==> config.mk <==
export PLATFORM = sky130hd
export DESIGN_NAME = if_fetch_unit
export DESIGN_NICKNAME = d
export VERILOG_FILES = /design/src/rtl/if_fetch_unit_pkg.sv /design/src/rtl/if_fetch_unit.sv
export SDC_FILE = /design/constraint.sdc
export NUM_CORES = 1
export LEC_CHECK = 0
export ABC_AREA = 0
export CAP_MARGIN = 10
export CELL_PAD_IN_SITES_DETAIL_PLACEMENT = 1
export CELL_PAD_IN_SITES_GLOBAL_PLACEMENT = 2
export CORE_UTILIZATION = 26
export CTS_CLUSTER_DIAMETER = 80
export DETAILED_ROUTE_END_ITERATION = 8
export PLACE_DENSITY = 0.78
export SYNTH_ARGS = -nofsm -noshare
export SYNTH_HDL_FRONTEND = slang
export SYNTH_SLANG_ARGS = --single-unit
==> constraint.sdc <==
create_clock -name clk -period 2.34 [get_ports clk]
set_input_delay 0.468 -clock clk [delete_from_list [all_inputs] [get_ports clk]]
set_output_delay 0.468 -clock clk [all_outputs]
set_load 0.05 [all_outputs]
==> src/rtl/if_fetch_unit_pkg.sv <==
// Shared definitions for the instruction-fetch stage.
// NOP encoding, default reset PC and fetch FSM states.
package if_fetch_unit_pkg;

  localparam logic [31:0] INST_NOP = 32'h0000_0013;
  localparam logic [31:0] DEF_RESET_PC = 32'h0000_0000;

  typedef enum logic [1:0] {
    S_REQ   = 2'd0,
    S_WAIT  = 2'd1,
    S_DRAIN = 2'd2
  } fetch_state_e;

endpackage

==> src/rtl/if_fetch_unit.sv <==
// Instruction-fetch stage: PC, imem request FSM and a one-entry
// output buffer feeding the IF/ID register.
module if_fetch_unit
  import if_fetch_unit_pkg::*;
#(
  parameter int unsigned XLEN = 32,
  parameter logic [XLEN-1:0] RESET_PC = XLEN'(DEF_RESET_PC)
) (
  input  logic            clk,
  input  logic            reset,
  input  logic            stall,
  input  logic            redirect,
  input  logic [XLEN-1:0] redirect_pc,
  output logic            imem_req_valid,
  input  logic            imem_req_ready,
  output logic [XLEN-1:0] imem_req_addr,
  input  logic            imem_rsp_valid,
  input  logic [XLEN-1:0] imem_rsp_data,
  output logic [XLEN-1:0] if_addr_out,
  output logic [XLEN-1:0] if_instr_out,
  output logic            if_valid_out
);

  localparam logic [XLEN-1:0] PC_STEP = XLEN'(4);
  localparam logic [XLEN-1:0] NOP = XLEN'(INST_NOP);

  fetch_state_e    state_q, state_d;
  logic [XLEN-1:0] pc_q, pc_d;
  logic [XLEN-1:0] req_pc_q, req_pc_d;
  logic [XLEN-1:0] buf_addr_q, buf_addr_d;
  logic [XLEN-1:0] buf_instr_q, buf_instr_d;
  logic            buf_valid_q, buf_valid_d;
  logic            req_fire;
  logic            rsp_take;
  logic            unused_pc_bits;

  assign unused_pc_bits = ^redirect_pc[1:0];

  // Request only when the buffer will be free by the time data returns.
  always_comb begin
    imem_req_valid = 1'b0;
    if (state_q == S_REQ) begin
      imem_req_valid = !reset && !redirect
                     && (!buf_valid_q || !stall);
    end
  end

  assign imem_req_addr = pc_q;
  assign req_fire = imem_req_valid && imem_req_ready;
  assign rsp_take = (state_q == S_WAIT)
                  && imem_rsp_valid && !redirect;

  always_comb begin
    state_d = state_q;
    unique case (state_q)
      S_REQ:   if (req_fire) state_d = S_WAIT;
      S_WAIT: begin
        if (imem_rsp_valid) state_d = S_REQ;
        else if (redirect) state_d = S_DRAIN;
      end
      S_DRAIN: if (imem_rsp_valid) state_d = S_REQ;
      default: state_d = S_REQ;
    endcase
  end

  always_comb begin
    pc_d = pc_q;
    req_pc_d = req_pc_q;
    if (redirect) begin
      pc_d = {redirect_pc[XLEN-1:2], 2'b00};
    end else if (req_fire) begin
      pc_d = pc_q + PC_STEP;
      req_pc_d = pc_q;
    end
  end

  always_comb begin
    buf_addr_d = buf_addr_q;
    buf_instr_d = buf_instr_q;
    buf_valid_d = buf_valid_q;
    if (redirect) begin
      buf_valid_d = 1'b0;
    end else if (rsp_take) begin
      buf_addr_d = req_pc_q;
      buf_instr_d = imem_rsp_data;
      buf_valid_d = 1'b1;
    end else if (buf_valid_q && !stall) begin
      buf_valid_d = 1'b0;
    end
  end

  always_ff @(posedge clk) begin
    if (reset) begin
      state_q <= S_REQ;
      pc_q <= RESET_PC;
      req_pc_q <= '0;
    end else begin
      state_q <= state_d;
      pc_q <= pc_d;
      req_pc_q <= req_pc_d;
    end
  end

  always_ff @(posedge clk) begin
    if (reset) begin
      buf_addr_q <= '0;
      buf_instr_q <= NOP;
      buf_valid_q <= 1'b0;
    end else begin
      buf_addr_q <= buf_addr_d;
      buf_instr_q <= buf_instr_d;
      buf_valid_q <= buf_valid_d;
    end
  end

  assign if_valid_out = buf_valid_q && !reset;
  assign if_addr_out = if_valid_out ? buf_addr_q : '0;
  assign if_instr_out = if_valid_out ? buf_instr_q : NOP;

endmodule

; Yosys cells after proc, flatten, opt, wreduce, memory -nomap -nowiden
; Cells that the tools add are included.
[word_totals]
register_bits = 131
word_cells = 45
inputBits = 70
[classes]
eq_ne = 5
addsub = 1
n_bitwise = 1
reduce_logical = 19
n_mux = 12
[ops]
columns = op, count
row1 = 32-bit 2-to-1 mux, 4
row2 = "32-bit by 3-bit adder with 32-bit output, second input constant", 1
row3 = 2-bit 2-to-1 mux, 4
row4 = 1-bit logical AND, 7
row5 = 2-bit one-hot mux with 3 select lines, 1
row6 = 1-bit logical NOT, 4
row7 = "2-bit != test, second input constant", 2
row8 = 2-bit AND reduction, 2
row9 = 2-bit nonzero test, 2
row10 = 1-bit 2-to-1 mux, 3
row11 = "3-bit != test, second input constant", 1
row12 = 3-bit AND reduction, 1
row13 = "2-bit by 1-bit equality test with 1-bit output, second input constant", 1
row14 = "2-bit equality test, second input constant", 1
row15 = 2-bit logical NOT, 1
row16 = 2-bit OR reduction, 1
row17 = 1-bit logical OR, 1
row18 = 1-bit NOT, 1

; Depth between registers and ports, before layout
; Gate-level depths: netlist of the first run.
[depth]
ltp_word = 7
mapped_depth = 6
mapped_depth_nobuf = 5

; Least setup slack after synthesis of the first run
; OpenSTA, ideal clock, no wires.
[synth_path]
kind = input -> output
startpoint = input reset
endpoint = output if_instr_out[22]
stages = 4
t_arrival_ns = 1.916
path_slack_ns = -0.044
required_ns = 1.872
cell_sequence = nor2b_1 > clkbuf_1 > clkbuf_1 > and2_1
[synth_between]
elab_chain_len = 3
[synth_lines]
columns = element, line
row1 = from (decl), if_fetch_unit.sv:10  ; input logic reset,
row2 = 1-bit logical NOT, if_fetch_unit.sv:116  ; assign if_valid_out = buf_valid_q && !reset;
row3 = 1-bit logical AND, if_fetch_unit.sv:116
row4 = named net if_valid_out, if_fetch_unit.sv:21  ; output logic if_valid_out
row5 = 32-bit 2-to-1 mux, if_fetch_unit.sv:118  ; assign if_instr_out = if_valid_out ? buf_instr_q : NOP;
row6 = to (decl), if_fetch_unit.sv:20  ; output logic [XLEN-1:0] if_instr_out,
; The timed path passes the listed nets, and every way through them passes these cells.

; Worst setup path in the final report of the first run
[layout_path]
startpoint = register pc_q[18], in the netlist imem_req_addr[18]
endpoint = output imem_req_addr[18]
[layout_rtl]
columns = element, line
row1 = from (decl), if_fetch_unit.sv:28  ; logic [XLEN-1:0] pc_q, pc_d;
row2 = from (signal assigned), if_fetch_unit.sv:99  ; pc_q <= pc_d;
row3 = to (decl), if_fetch_unit.sv:16  ; output logic [XLEN-1:0] imem_req_addr,
; No word-level cell between the ends.

==> results of run 1 <==
## flip-flops by register name, indices dropped and copies added (netlist names)
signal         cells
buf_instr_q       32
imem_req_addr     30
buf_valid_q        1
req_pc_q          30
state_q            2
buf_addr_q        30
## through the flow
stage / instance area, µm² / power, µW / worst slack, ns / hold slack (ns)
global route: 8810 / 5670 / 0.0254 / 0.467
detailed placement: 8220 / 2840 / -0.112 / 0.443
floorplan: 5530 / 2550 / 0.190 / 0.432
global placement: 8220 / 2830 / -0.0972 / 0.437
CTS: 8810 / 5530 / 0.0464 / 0.451
finish: 8810 / 5440 / 0.102 / 0.446
## synthesized netlist by cell type (2+ instances only)
master,number,share of area (%)
a31oi_1,10,1.1
mux2i_1,2,0.36
or3_1,7,0.79
o22ai_1,2,0.23
clkinv_1,2,0.14
dfxtp_1,125,45
xor2_1,3,0.48
a32oi_1,3,0.48
a2bb2oi_1,2,0.32
nor2_2,2,0.23
nor4_1,5,0.57
a21oi_1,107,9.7
nand4_1,12,1.4
a22oi_1,3,0.41
mux2_2,3,0.61
o211ai_1,7,0.95
nand3_1,25,2.3
nor3_1,8,0.73
nand2b_1,3,0.34
nand2_1,219,15
and2_1,60,6.8
clkbuf_1,41,2.8
buf_6,2,0.41
inv_1,3,0.20
nor2_1,20,1.4
buf_2,5,0.45
and3_1,6,0.68
o21ai_0,11,1.0
buf_4,5,0.68
nor2b_1,2,0.23
## logic make-up (layout without fill, tap and decap cells)
kind of cell | Yosys count | after routing
AND/OR/NAND/NOR | 378 | 378
buffers and inverters | 59 | 238
flip-flops | 125 | 125
XOR/XNOR | 3 | 3
other | 1 | 4
AO/OA/AOI/OAI | 154 | 154
multiplexers | 6 | 6
adder cells (fa/ha/maj) | 1 | 1
## timing repair
item                       in CTS  in global routing
hold endpoints to repair        0                  0
setup endpoints to repair       0                  1
resized for setup               0                  1
## where the power goes
group | leakage (µW) | switching (µW) | internal (µW)
registers | 0.00101 | 58.5 | 2180
logic | 0.00186 | 317 | 238
clock network | 0.000295 | 915 | 1740
## metal layers
layer | routed length [µm] | global-route usage (%)
met3 | 726 | 3.80
met5 | 0 | 0
met2 | 8190 | 27.2
met4 | 249 | 5.31
met1 | 8810 | 23.2
## worst paths after layout
kind / end / from
hold reg to reg: buf_instr_q[9] / buf_instr_q[9]
setup / recovery: imem_req_addr[18] / imem_req_addr[18]
hold / removal: buf_instr_q[9] / buf_instr_q[9]
setup reg to reg: imem_req_addr[21] / imem_req_addr[10]
## final cells by class
type	instances	area, µm²
fill	2399	11700
multi-input combinational	546	2790
timing repair buffer	203	2580
sequential	125	2500
clock buffer	22	474
tap	270	338
clock inverter	8	115
inverter	5	18.8
## worst reg2reg max path, stage by stage (launching register included)
cell and delay, ns:
dfxtp_1 0.52, nand3_1 0.33, nor4_2 0.35, buf_4 0.19, nand3_1 0.09, mux2_1 0.33
a21oi_1 0.13
==> results.cfg, run 1 <==
[sta]
worst_pin_slew_ns = 0.689
timing.setup.tns_ns = 0
max-slew-margin-rel_pct = 54.0
drv_slew = 0
fin_skew_ns = 0.00523
setup_viol = 0
final.period_utilization_pct = 95.6
period_needed_ns = 2.24
rsz0062_at_grt = no
finalHoldViolations = 0
fmax_mhz = 447

[layout]
area_growth_pct = 59.9
final_common_cell = nand2_1
final_cell_mix = nand2_1, dfxtp_1, a21oi_1
layout-drive-gt1-share_pct = 16.9
nNetsFinal = 969
final_util_pct = 43.0
n_antenna_cell = 0
fin_cells = 1179

[min_path]
hp-class = reg -> reg
holdPathStages = 2

[detailed_routing]
vias_per_cell = 4.70
wl_um = 18000
vias = 5537
first_pass_iters = 4
wl_per_cell_um = 15.3
drc_errors = 0
drt_iter0_markers = 254
drtAntennaViolNets = 0

[global_route]
grt.total_usage_pct = 17.2
antenna_found_initial = 0
grt_pass1_vias = 5483
grt_max_degree = 64
grt_pass1_wl_um = 29400
overflow = 0

[setup_path]
critPathMaxFanout = 8
ff2ff_setup_slack_ns = 0.33
crit_type = reg -> out
crit_required_ns = 1.87
path_cells = clkdlybuf4s50_1
crit_family = buffers and inverters
slowest_delay_ns = 0.88
end_kind = output port
crit_slowest_cell = clkdlybuf4s50_1
cp.arrival_ns = 1.77
reg2reg_depth = 6
crit_buf_inv = 1
crit_cells = 1
critPathLaunchType = flop

[clock_network]
h-tree-depth = 4
cts_hold_buf = 0
numCtsBuffers = 17
post_cts_buffers = 0
clock_sinks = 125
cts.path.max_buffers = 2
clock_latency_ns = 0.41
path_clk_slew_ns = 0.05
tritoncts = built
cts-root-buf = clkbuf_16

[logic_synthesis]
yosys_warnings = 0
synth_edf_count = 0
seq_area_frac_synth_pct = 45.4
synth_compound_area_share_pct = 15.8
synth_top_family_by_area = simple AND/OR/NAND/NOR gates
synth_xor_area_share_pct = 0.477
synth-simple-area-share_pct = 32.0
synth_area_um2 = 5510
synthFlopType = dfxtp_1
ys_ff_latch = 125
syn_inst = 727
synth_fa_ha_area_share_pct = 0.227
syn-mean-instance-area_um2 = 7.58
synthMuxAreaShare_pct = 1.18
synth_cell_types = 52
async_flop_share_pct = 0

[run]
maxCapViolCount = 0

[placed_design]
io_buffer_count = 161
routabilityCongestion = 0.796
placed_cells = 1149
hpwl_um = 12600

[floorplanning]
die_w_um = 148
die_area_um2 = 21800
start_util_pct = 26.9
coreArea_um2 = 20500
ios = 168
rows = 52
die-height_um = 148

[run_status]
status = complete, no violations

[power_and_ir_drop]
ir_drop_mv = 0.459
power.leakage_uw = 0.00317
power_density_nw_per_um2 = 618
No activity file was read; power rests on OpenSTA's default activity.
==> run 2: changes to the inputs <==
--- a/config.mk
+++ b/config.mk
@@ -9,10 +9,13 @@
 export CAP_MARGIN = 10
 export CELL_PAD_IN_SITES_DETAIL_PLACEMENT = 1
 export CELL_PAD_IN_SITES_GLOBAL_PLACEMENT = 2
+export CORE_MARGIN = 2
 export CORE_UTILIZATION = 26
 export CTS_CLUSTER_DIAMETER = 80
 export DETAILED_ROUTE_END_ITERATION = 8
+export GPL_ROUTABILITY_DRIVEN = 0
 export PLACE_DENSITY = 0.78
+export REMOVE_ABC_BUFFERS = 1
 export SYNTH_ARGS = -nofsm -noshare
 export SYNTH_HDL_FRONTEND = slang
 export SYNTH_SLANG_ARGS = --single-unit
==> results.cfg, run 2 (synthesis results as in run 1) <==
[layout]
largest_register_ffs = 32
final_util_pct = 42.3
area_growth_pct = 60.2
final_cell_mix = nand2_1, dfxtp_1, a21oi_1
n_antenna_cell = 0
regMostFlops = buf_instr_q
nNetsFinal = 975
final_common_cell = nand2_1
layout-drive-gt1-share_pct = 17.0
fin_cells = 1191

[floorplanning]
rows = 53
die_area_um2 = 22400
die-height_um = 150
die_w_um = 150
coreArea_um2 = 20900
ios = 168
start_util_pct = 26.4

[global_route]
grt_pass1_vias = 5629
grt_max_degree = 57
overflow = 0
grt.total_usage_pct = 17.3
grt_pass1_wl_um = 30100
antenna_found_initial = 0

[clock_network]
h-tree-depth = 4
cts_hold_buf = 0
post_cts_buffers = 0
cts-root-buf = clkbuf_16
clock_latency_ns = 0.42
tritoncts = built
numCtsBuffers = 17
path_clk_slew_ns = 0.06
cts.path.max_buffers = 2
clock_sinks = 125

[detailed_routing]
drtAntennaViolNets = 0
vias = 5576
first_pass_iters = 4
drc_errors = 0
wl_per_cell_um = 15.9
vias_per_cell = 4.68
drt_iter0_markers = 210
wl_um = 19000

[power_and_ir_drop]
seq_power_share_pct = 42.1
p_sw_uw = 1310
power.internal_uw = 3990
power.leakage_uw = 0.00319
clkPwrFrac_pct = 47.3
power_density_nw_per_um2 = 601
ir_drop_mv = 0.461
netSwitchingFraction_pct = 24.8
power_frac_comb_pct = 10.6

[setup_path]
crit_type = in -> out
end_kind = output port
cp.arrival_ns = 1.80
critPathLaunchType = input port
crit_required_ns = 1.87
timing.rr.start = imem_req_addr[10]
critical_path.startpoint = redirect
critPathMaxFanout = 24

[run_status]
status = complete, no violations

[sta]
fmax_mhz = 441
setup_ws_ns = 0.0709
worst_pin_slew_ns = 0.617
drv_slew = 0
rsz0062_at_grt = no
period_needed_ns = 2.27
final.period_utilization_pct = 97.0
finalHoldViolations = 0
setup_viol = 0
fin_skew_ns = 0.0144
max-slew-margin-rel_pct = 58.9

[placed_design]
io_buffer_count = 161
dp_slack_ns = -0.163
placed_cells = 1160
hpwl_um = 13400

[run]
maxCapViolCount = 0

[min_path]
hp-class = in -> reg
hold_path_startpoint = reset
## run 2: final timing paths
path | endpoint | slack (ns) | depth (start not counted)
worst max register to register | imem_req_addr[29] | 0.33 | 6
worst min register to register | buf_instr_q[8] | 0.45 | 2
worst max-delay path | imem_req_valid | 0.07 | 5
worst min-delay path | imem_req_addr[21] | 0.32 | 2
## run 2: worst max-delay path, cell delays in order
cell	delay, ns
clkdlybuf4s50_1	0.58
buf_4	0.35
nor3_1	0.10
buf_4	0.16
buf_12	0.14
## run 2: timing repair
| item | in CTS | in global routing |
|---|---|---|
| gates cloned | 0 | 0 |
| resized for setup | 1 | 2 |
| setup endpoints to repair | 1 | 2 |
| pin swaps | 0 | 0 |
## run 2: cell type report
cell class | count | area [µm²]
clock buffers | 23 | 458
clock inverters | 8 | 92.6
fillers | 2469 | 12100
inverters | 5 | 18.8
multi-input cells | 546 | 2790
flip-flops and latches | 125 | 2500
well taps | 275 | 344
repair buffers | 209 | 2630
## run 2: routing by layer
metal / wire length (µm) / vias to the layer above / track usage (%)
met5: 0 / - / 0
met4: 108 / 0 / 3.71
met3: 885 / 4 / 4.33
met2: 8930 / 127 / 28.3
met1: 9040 / 2654 / 23.0
li1: - / 2791 / -
## run 2: power by group through the flow
| stage | clock [µW] | combinational, µW | sequential, µW |
|---|---|---|---|
| floorplan | 0 | 125 | 2370 |
| global placement | 0 | 564 | 2280 |
| detailed placement | 0 | 567 | 2280 |
| CTS | 2580 | 571 | 2240 |
| global route | 2690 | 606 | 2240 |
| finish | 2510 | 563 | 2240 |
## run 2: stage by stage
stage	instance area, µm²	setup TNS, ns	hold WS (ns)	power (µW)
after floorplan	5280	-112.40	0.426	2500
after global placement	8270	-2.61	0.437	2840
after detailed placement	8270	-3.49	0.442	2850
after CTS	8820	0	0.306	5390
after global routing	8830	0	0.318	5540
final	8830	0	0.317	5310
==> run 3: changes to the inputs <==
==> constraint.sdc (replaced) <==
create_clock -name clk -period 2.34 [get_ports clk]
set_input_delay 0.585 -clock clk [delete_from_list [all_inputs] [get_ports clk]]
set_output_delay 0.585 -clock clk [all_outputs]
set_load 0.05 [all_outputs]
==> results.cfg, run 3 (synthesis results as in run 1) <==
[setup_path]
reg2reg_depth = 6
crit_family = buffers and inverters
r2r_end = imem_req_addr[29]
crit_cells = 1
crit_buf_inv = 1
timing.rr.start = imem_req_addr[11]
crit_type = reg -> out
critical_path.startpoint = imem_req_addr[31]
critPathMaxFanout = 4
path_cells = clkdlybuf4s50_1
endpoint = imem_req_addr[31]
crit_slowest_cell = clkdlybuf4s50_1
ff2ff_setup_slack_ns = 0.31
crit_required_ns = 1.75
slowest_delay_ns = 0.85
critPathLaunchType = flop
end_kind = output port
cp.arrival_ns = 1.69

[sta]
setup_viol = 0
fmax_mhz = 440
rsz0062_at_grt = no
finalHoldViolations = 0
period_needed_ns = 2.27
max-slew-margin-rel_pct = 58.6
drv_slew = 0
final.period_utilization_pct = 97.0
worst_pin_slew_ns = 0.620
fin_skew_ns = 0.00724

[global_route]
grt.total_usage_pct = 17.5
grt_pass1_wl_um = 30500
grt_pass1_vias = 5757
grt_max_degree = 117
overflow = 0
antenna_found_initial = 0

[floorplanning]
die_w_um = 150
die_area_um2 = 22400
die-height_um = 150
coreArea_um2 = 20900
ios = 168
start_util_pct = 26.4
rows = 53

[power_and_ir_drop]
power.leakage_uw = 0.00333
ir_drop_mv = 0.476
p_total_uw = 5660
power_density_nw_per_um2 = 632

[layout]
largest_register_ffs = 32
regMostFlops = buf_instr_q
fillers = 2432
area_growth_pct = 62.6
layout-drive-gt1-share_pct = 18.7
n_antenna_cell = 0
fin_cells = 1196
final_cell_mix = nand2_1, dfxtp_1, a21oi_1
nNetsFinal = 979
final_common_cell = nand2_1

[detailed_routing]
drtAntennaViolNets = 0
drc_errors = 0
vias = 5638
first_pass_iters = 4
vias_per_cell = 4.71
drt_iter0_markers = 183
wl_per_cell_um = 16.2
wl_um = 19400

[clock_network]
path_clk_slew_ns = 0.06
tritoncts = built
numCtsBuffers = 17
clock_latency_ns = 0.42
clock_sinks = 125
post_cts_buffers = 0
post_cts_resized = 10
cts.path.max_buffers = 2
cts_hold_buf = 0
h-tree-depth = 4
cts-root-buf = clkbuf_16

[placed_design]
io_buffer_count = 161
placed_cells = 1164
hpwl_um = 13200

[run]
maxCapViolCount = 0

[run_status]
status = complete, no violations

[min_path]
hp-class = reg -> reg
## run 3: changes by cell type in the layout (fill, tap and decap cells not counted), sizes merged
cell and delta:
clkdlybuf4s50 -17, clkbuf -1, clkinv -2, dlymetal6s2s +2, buf +11, dlygate4sd2 +8
clkinvlp +2, bufinv +2
## run 3: cell type report
cell class | count | area (µm²) | share of cell area (%)
Multi-Input combinational cell | 546 | 2790 | 31.1
Timing Repair Buffer | 213 | 2670 | 29.8
Clock buffer | 22 | 474 | 5.29
Sequential cell | 125 | 2500 | 27.9
Tap cell | 275 | 344 | 3.84
Clock inverter | 10 | 161 | 1.80
Inverter | 5 | 18.8 | 0.209
## run 3: metrics by stage
stage               instance area, µm²  setup slack (ns)  util (%)  TNS, ns  hold slack (ns)
global placement                  8320            -0.279      39.9    -5.87            0.438
detailed placement                8320            -0.332      39.9    -8.02            0.442
finish                            8960            0.0694      42.9        0            0.447
global route                      8960            0.0208      42.9        0            0.466
CTS                               8950          0.000429      42.8        0            0.451
floorplan                         5280             -1.71         -  -128.65            0.426
## run 3: routing by layer
| layer | track usage, % | share of wire (%) |
|---|---|---|
| met3 | 3.29 | 4.6 |
| met4 | 5.14 | 1.1 |
| met1 | 23.4 | 48 |
| met2 | 28.8 | 46 |
| met5 | 0 | 0 |
## run 3: worst min path at each step
stage	start	to	cells after the start
floorplan	buf_addr_q[10]	buf_addr_q[10]	2
global placement	buf_instr_q[28]	buf_instr_q[28]	2
detailed placement	buf_instr_q[10]	buf_instr_q[10]	2
CTS	buf_instr_q[2]	buf_instr_q[2]	2
global route	buf_instr_q[10]	buf_instr_q[10]	2
finish	buf_instr_q[10]	buf_instr_q[10]	2
## run 3: where the power goes
| group | switching [µW] | internal (µW) | total (µW) | leakage, µW |
|---|---|---|---|---|
| combinational | 336 | 243 | 579 | 0.00201 |
| sequential | 52.2 | 2170 | 2230 | 0.00101 |
| clock | 993 | 1860 | 2860 | 0.000302 |
